File: src/rtl/tff_mod_counter_ctrl_pkg.sv
// Shared types, defaults and toggle-vector helpers for the
// modulo-N T flip-flop counter controller.
package tff_mod_counter_ctrl_pkg;

    typedef enum logic [1:0] {
        IDLE,
        RUN,
        DONE
    } state_t;

    localparam int DEF_MIN_MOD = 2;
    localparam int FN_W        = 32;

    // Helpers work on a wide word; callers zero-extend and truncate.
    function automatic logic [FN_W-1:0] up_toggle(
        input logic [FN_W-1:0] q,
        input logic [FN_W-1:0] last
    );
        return (q == last) ? q : (q ^ (q + 32'd1));
    endfunction

    function automatic logic [FN_W-1:0] down_toggle(
        input logic [FN_W-1:0] q,
        input logic [FN_W-1:0] last
    );
        return (q == '0) ? last : (q ^ (q - 32'd1));
    endfunction

endpackage

File: src/rtl/tff_mod_counter_ctrl_tff_bank.sv
// Bank of WIDTH toggle flip-flops with complementary outputs.
// Each bit flips on a rising clock edge when its T input is set.
module tff_bank #(
    parameter int WIDTH = 4
) (
    input  logic             Clock,
    input  logic             Resetn,
    input  logic [WIDTH-1:0] T_vec,
    output logic [WIDTH-1:0] Q,
    output logic [WIDTH-1:0] Qb
);

    always_ff @(posedge Clock or negedge Resetn) begin
        if (!Resetn) begin
            Q <= '0;
        end else begin
            Q <= Q ^ T_vec;
        end
    end

    assign Qb = ~Q;

endmodule

File: src/rtl/tff_mod_counter_ctrl.sv
// Start/stop controller driving a T flip-flop bank as a
// programmable modulo-N up/down counter.
module tff_mod_counter_ctrl
    import tff_mod_counter_ctrl_pkg::*;
#(
    parameter int WIDTH   = 4,
    parameter int MIN_MOD = DEF_MIN_MOD
) (
    input  logic             Clock,
    input  logic             Resetn,
    input  logic             Start,
    input  logic             Stop,
    input  logic             Up,
    input  logic [WIDTH-1:0] Mod,
    input  logic             Count_En,
    output logic [WIDTH-1:0] T_vec,
    output logic [WIDTH-1:0] Q,
    output logic [WIDTH-1:0] Qb,
    output logic             Tc,
    output logic             Busy,
    output logic             Done,
    output logic             Err
);

    localparam logic [WIDTH-1:0] MIN_W = WIDTH'(MIN_MOD);
    localparam logic [WIDTH-1:0] ONE   = WIDTH'(1);

    state_t           state;
    logic [WIDTH-1:0] mod_r;
    logic [WIDTH-1:0] last;
    logic [WIDTH-1:0] init;
    logic             up_r;
    logic             stop_pend;
    logic             err_r;
    logic             start_bad;
    logic             at_term;
    logic             tc;

    tff_bank #(
        .WIDTH (WIDTH)
    ) u_bank (
        .Clock  (Clock),
        .Resetn (Resetn),
        .T_vec  (T_vec),
        .Q      (Q),
        .Qb     (Qb)
    );

    assign last      = mod_r - ONE;
    assign start_bad = Mod < MIN_W;
    assign init      = Up ? '0 : (Mod - ONE);
    assign at_term   = up_r ? (Q == last) : (Q == '0);
    assign tc        = (state == RUN) && Count_En && at_term;

    // Toggling Q ^ target loads the target value in a single edge.
    always_comb begin
        T_vec = '0;
        unique case (state)
            IDLE: begin
                if (Start && !start_bad) begin
                    T_vec = Q ^ init;
                end
            end
            RUN: begin
                if (Count_En) begin
                    if (up_r) begin
                        T_vec = WIDTH'(up_toggle(FN_W'(Q), FN_W'(last)));
                    end else begin
                        T_vec = WIDTH'(down_toggle(FN_W'(Q), FN_W'(last)));
                    end
                end
            end
            default: T_vec = '0;
        endcase
    end

    always_ff @(posedge Clock or negedge Resetn) begin
        if (!Resetn) begin
            state     <= IDLE;
            mod_r     <= '0;
            up_r      <= 1'b1;
            stop_pend <= 1'b0;
            err_r     <= 1'b0;
        end else begin
            err_r <= 1'b0;
            unique case (state)
                IDLE: begin
                    if (Start) begin
                        if (start_bad) begin
                            err_r <= 1'b1;
                        end else begin
                            mod_r <= Mod;
                            up_r  <= Up;
                            state <= RUN;
                        end
                    end
                end
                RUN: begin
                    // A stop arriving on the wrap cycle itself counts too.
                    if (tc && (stop_pend || Stop)) begin
                        state     <= DONE;
                        stop_pend <= 1'b0;
                    end else if (Stop) begin
                        stop_pend <= 1'b1;
                    end
                end
                DONE: begin
                    state <= IDLE;
                end
                default: begin
                    state <= IDLE;
                end
            endcase
        end
    end

    assign Tc   = tc;
    assign Busy = (state == RUN);
    assign Done = (state == DONE);
    assign Err  = err_r;

endmodule

File: config.mk
export PLATFORM = sky130hd
export DESIGN_NAME = tff_mod_counter_ctrl
export DESIGN_NICKNAME = d
export VERILOG_FILES = /design/src/rtl/tff_mod_counter_ctrl_pkg.sv /design/src/rtl/tff_mod_counter_ctrl_tff_bank.sv /design/src/rtl/tff_mod_counter_ctrl.sv
export SDC_FILE = /design/constraint.sdc
export NUM_CORES = 1
export LEC_CHECK = 0
export ABC_AREA = 0
export CAP_MARGIN = 30
export CORE_ASPECT_RATIO = 1.1
export CORE_MARGIN = 2
export CORE_UTILIZATION = 40
export CTS_CLUSTER_SIZE = 25
export DETAILED_ROUTE_END_ITERATION = 16
export PLACE_DENSITY = 0.78
export SETUP_SLACK_MARGIN = 0.5
export SLEW_MARGIN = 20
export SYNTH_ARGS = -nofsm -noshare
export SYNTH_HDL_FRONTEND = slang
export SYNTH_HIERARCHICAL = 1
export SYNTH_SLANG_ARGS = --single-unit
export TNS_END_PERCENT = 30
File: constraint.sdc
create_clock -name Clock -period 2.23 [get_ports Clock]
set_input_delay 0.223 -clock Clock [delete_from_list [all_inputs] [get_ports Clock]]
set_output_delay 0.223 -clock Clock [all_outputs]
set_load 0.01 [all_outputs]
==> flow_summary_export.csv <==
group,metric,value,unit
run_status,status,"finished, violations left",
run_status,failed_checks,"setup timing",
sta,fmax,0.429,GHz
finish,final_common_cell,"buf_4",
pwr,leakagePower,0.775,nW
logic_synthesis,yosysSeqAreaShare,31.9,%
floorplanning,initial_utilization,41.3,%
global_route,grt_overflow,0,
pwr,comb_power_share,76.9,%
flow_run,maxCapViolCount,0,
logic_synthesis,synth_cell_types,41,
worst_setup_path,cp.depth,8,
routing,totalWireLength,3.05,mm
logic_synthesis,synth_cells,115,
worst_setup_path,startpoint,"mod_r[0]",
sta,worst_slew_pin_slew,0.632,ns
clocking,root_buffer,"clkbuf_4",
pwr,vdd_ir_drop_max,1.07,mV
clocking,clk_latency,0.29,ns
global_route,grt.total_usage,21.4,%
logic_synthesis,synth_largest_area_cell,"dfrtp_1",
worst_setup_path,ff2ff_setup_slack,0.07,ns
pwr,seqPwrFrac,17.7,%
worst_setup_path,crit_slowest_cell,"dfrtp_1",
pwr,netSwitchingFraction,44.2,%
sta,slew_headroom,57.7,%
sta,hold_viol,0,
finish,final_core_util,68.2,%
floorplanning,die_w,52.2,µm
pwr,power_frac_clock,5.4,%
sta,rsz0062_at_grt,"yes",
logic_synthesis,netlist.area_leader.share,29.4,%
finish,drive_gt1_share,39.3,%
floorplanning,num_rows,19,
logic_synthesis,synth_edf_count,0,
finish,fin_cells,204,
clocking,cts_tree,"built",
finish,nets,188,
pwr,cell_internal_pwr,1.58,mW
logic_synthesis,synthesis.nets,129,
finish,area_growth,64.9,%
finish,layout_common_cells,"buf_4 (29), clkdlybuf4s50_1 (17), nand2_1 (12)",
global_route,antenna_found_initial,0,
placement,place.gp.congestion,0.910,
routing,first_pass_iters,4,
sta,fin_crit,2.33,ns
floorplanning,dieArea,2980,µm²
placement,port_buffers,25,
pwr,switchingPower,1.25,mW
worst_setup_path,timing.rr.end,"u_bank/Q[0]",
routing,drt_iter0_drc,16,
placement,dp_hpwl,2.13,mm
routing,vias,1078,
worst_setup_path,cp-end-kind,"primary output",
routing,drc,0,
placement,placed_area,1540,µm²
finish,antenna_cells,0,
worst_setup_path,timing.rr.start,"mod_r[0]",
logic_synthesis,async_reset_ff_share,100,%
clocking,cts.clk_slew.worst_paths,0.08,ns
floorplanning,ios,26,
worst_setup_path,endpoint,"T_vec[0]",
finish,final_cell_area,1690,µm²
logic_synthesis,ys.flop_type,"dfrtp_1",
clocking,ctsHoldBuffers,0,
clocking,clock_path_buffers,2,
min_path,min_path_type,"in2async",
sta,whs,0.325,ns
logic_synthesis,synth-seq-cells,13,
placement,dp.cells,192,
global_route,grt_max_degree,14,
floorplanning,die_y,57.0,µm
sta,worst_slack,-0.103,ns
floorplanning,core,2470,µm²
worst_setup_path,max_stage_delay,0.41,ns
routing,post_drt_wl_per_cell,15.0,µm
sta,fin_worst_skew,0.00445,ns
sta,fin_crit_sh,105,%
worst_setup_path,critPathKind,"reg2out",
worst_setup_path,path_buf_inv,3,
logic_synthesis,avgSynthCellArea,8.89,µm²
logic_synthesis,netlist_area,1020,µm²
clocking,cts-htree-levels,1,
global_route,grt_pass1_vias,1090,
pwr,cellPowerDensity,1680,nW/µm²
sta,setup_viol,5,
clocking,cts_inserted_buffers,3,
sta,final-max-slew-violation-count,0,
worst_setup_path,path_cells,"inv_2, ha_4, xnor2_4, nor2_4, buf_6, nand4_4, a221o_1, buf_2",
worst_setup_path,required,2.01,ns
worst_setup_path,critPathTopFamily,"flip-flops",
worst_setup_path,worstRegToRegCells,10,
logic_synthesis,synth_warnings,6,
worst_setup_path,start_kind,"flip-flop",
clocking,cts_sinks,13,
routing,avgViaCountPerCell,5.28,
routing,ant_nets,0,
logic_synthesis,yosys-top-cells-area,"dfrtp_1 (29%), xnor2_1 (6.0%), xor2_1 (5.1%), ha_1 (4.9%), inv_1 (4.8%)",
worst_setup_path,critPathMaxFanout,4,
global_route,grt_pass1_wl,4.80,mm
worst_setup_path,cp.arrival,2.11,ns
[stage by stage]
step	TNS (ns)	total power, mW	setup WS [ns]
after floorplan	0	1.54	0.396
after global placement	-0.374	2.27	-0.125
after detailed placement	-0.629	2.33	-0.199
after CTS	-0.205	2.66	-0.0753
after global routing	-0.599	2.98	-0.177
final	-0.215	2.83	-0.103
[area by class of cell]
| class | count | area (µm²) |
|---|---|---|
| Inverter | 13 | 48.8 |
| Fill cell | 194 | 787 |
| Tap cell | 31 | 38.8 |
| Sequential cell | 13 | 328 |
| Multi-Input combinational cell | 84 | 736 |
| Timing Repair Buffer | 59 | 508 |
| Clock buffer | 4 | 26.3 |
[worst min path at each step]
stage	depth (start not counted)	slack, ns	end	from
2_1_floorplan	0	-0.07	Err	Resetn
5_1_grt	1	0.39	mod_r[3]	Resetn
4_1_cts	1	0.34	Err	Resetn
6_report	1	0.32	stop_pend	Resetn
3_3_place_gp	2	0.49	stop_pend	stop_pend
3_5_place_dp	2	0.49	stop_pend	stop_pend
[sequential cells by signal, summed over array words and instances, names as in the netlist]
signal,cells
stop_pend,1
state,2
mod_r,4
Err,1
u_bank/Q,4
up_r,1
[power groups by stage]
stage / Combinational, mW / Sequential (mW) / Clock, mW
finish: 2.17 / 0.500 / 0.154
global route: 2.31 / 0.516 / 0.160
CTS: 2.02 / 0.492 / 0.151
detailed placement: 1.84 / 0.488 / 0
global placement: 1.79 / 0.480 / 0
floorplan: 1.06 / 0.486 / 0
[worst register-to-register path: cells and delay by family, from the launching register on]
family          cells  cell delay, ns
simple gates        2            0.26
xor+xnor            2            0.27
fa+ha+maj           1            0.27
buf+inv             4            0.46
flops               1            0.41
compound gates      1            0.38
[Yosys cell counts, types with 2 or more instances]
library cell,count
inv_1,13
dfrtp_1,12
nand2_1,12
o21ai_0,7
xnor2_1,7
nor2_1,6
xor2_1,6
a21oi_1,5
ha_1,4
o22ai_1,4
buf_2,3
nand2b_1,2
nor3_1,2
nor4_1,2
o21ai_1,2
o41ai_1,2
xor2_2,2
[cells by family (layout without fill, tap and decap cells)]
| family | Yosys count | count (layout) | synth area share [%] |
|---|---|---|---|
| XOR/XNOR | 16 | 16 | 16.5 |
| AO/OA/AOI/OAI | 28 | 28 | 17.7 |
| multiplexers | 1 | 1 | 0.979 |
| buffers and inverters | 18 | 76 | 8.08 |
| AND/OR/NAND/NOR | 35 | 35 | 19.8 |
| adder cells (fa/ha/maj) | 4 | 4 | 4.90 |
| flip-flops | 13 | 13 | 31.9 |
[per-layer routing]
layer | vias to the layer above | routed length (µm) | GRT usage [%]
li1 | 510 | - | -
met1 | 515 | 1190 | 25.3
met2 | 40 | 1640 | 39.1
met3 | 13 | 110 | 2.36
met4 | 0 | 113 | 8.42
met5 | - | 0 | 0
[what timing repair did]
action / in CTS / in global routing
buffers inserted: 5 / 3
endpoints found under the setup margin: 12 / 14
resized for setup: 33 / 7
endpoints found under the hold margin: 0 / 0
pin swaps: 16 / 8
cloned: 0 / 0
(Power assumes the default switching activity.)
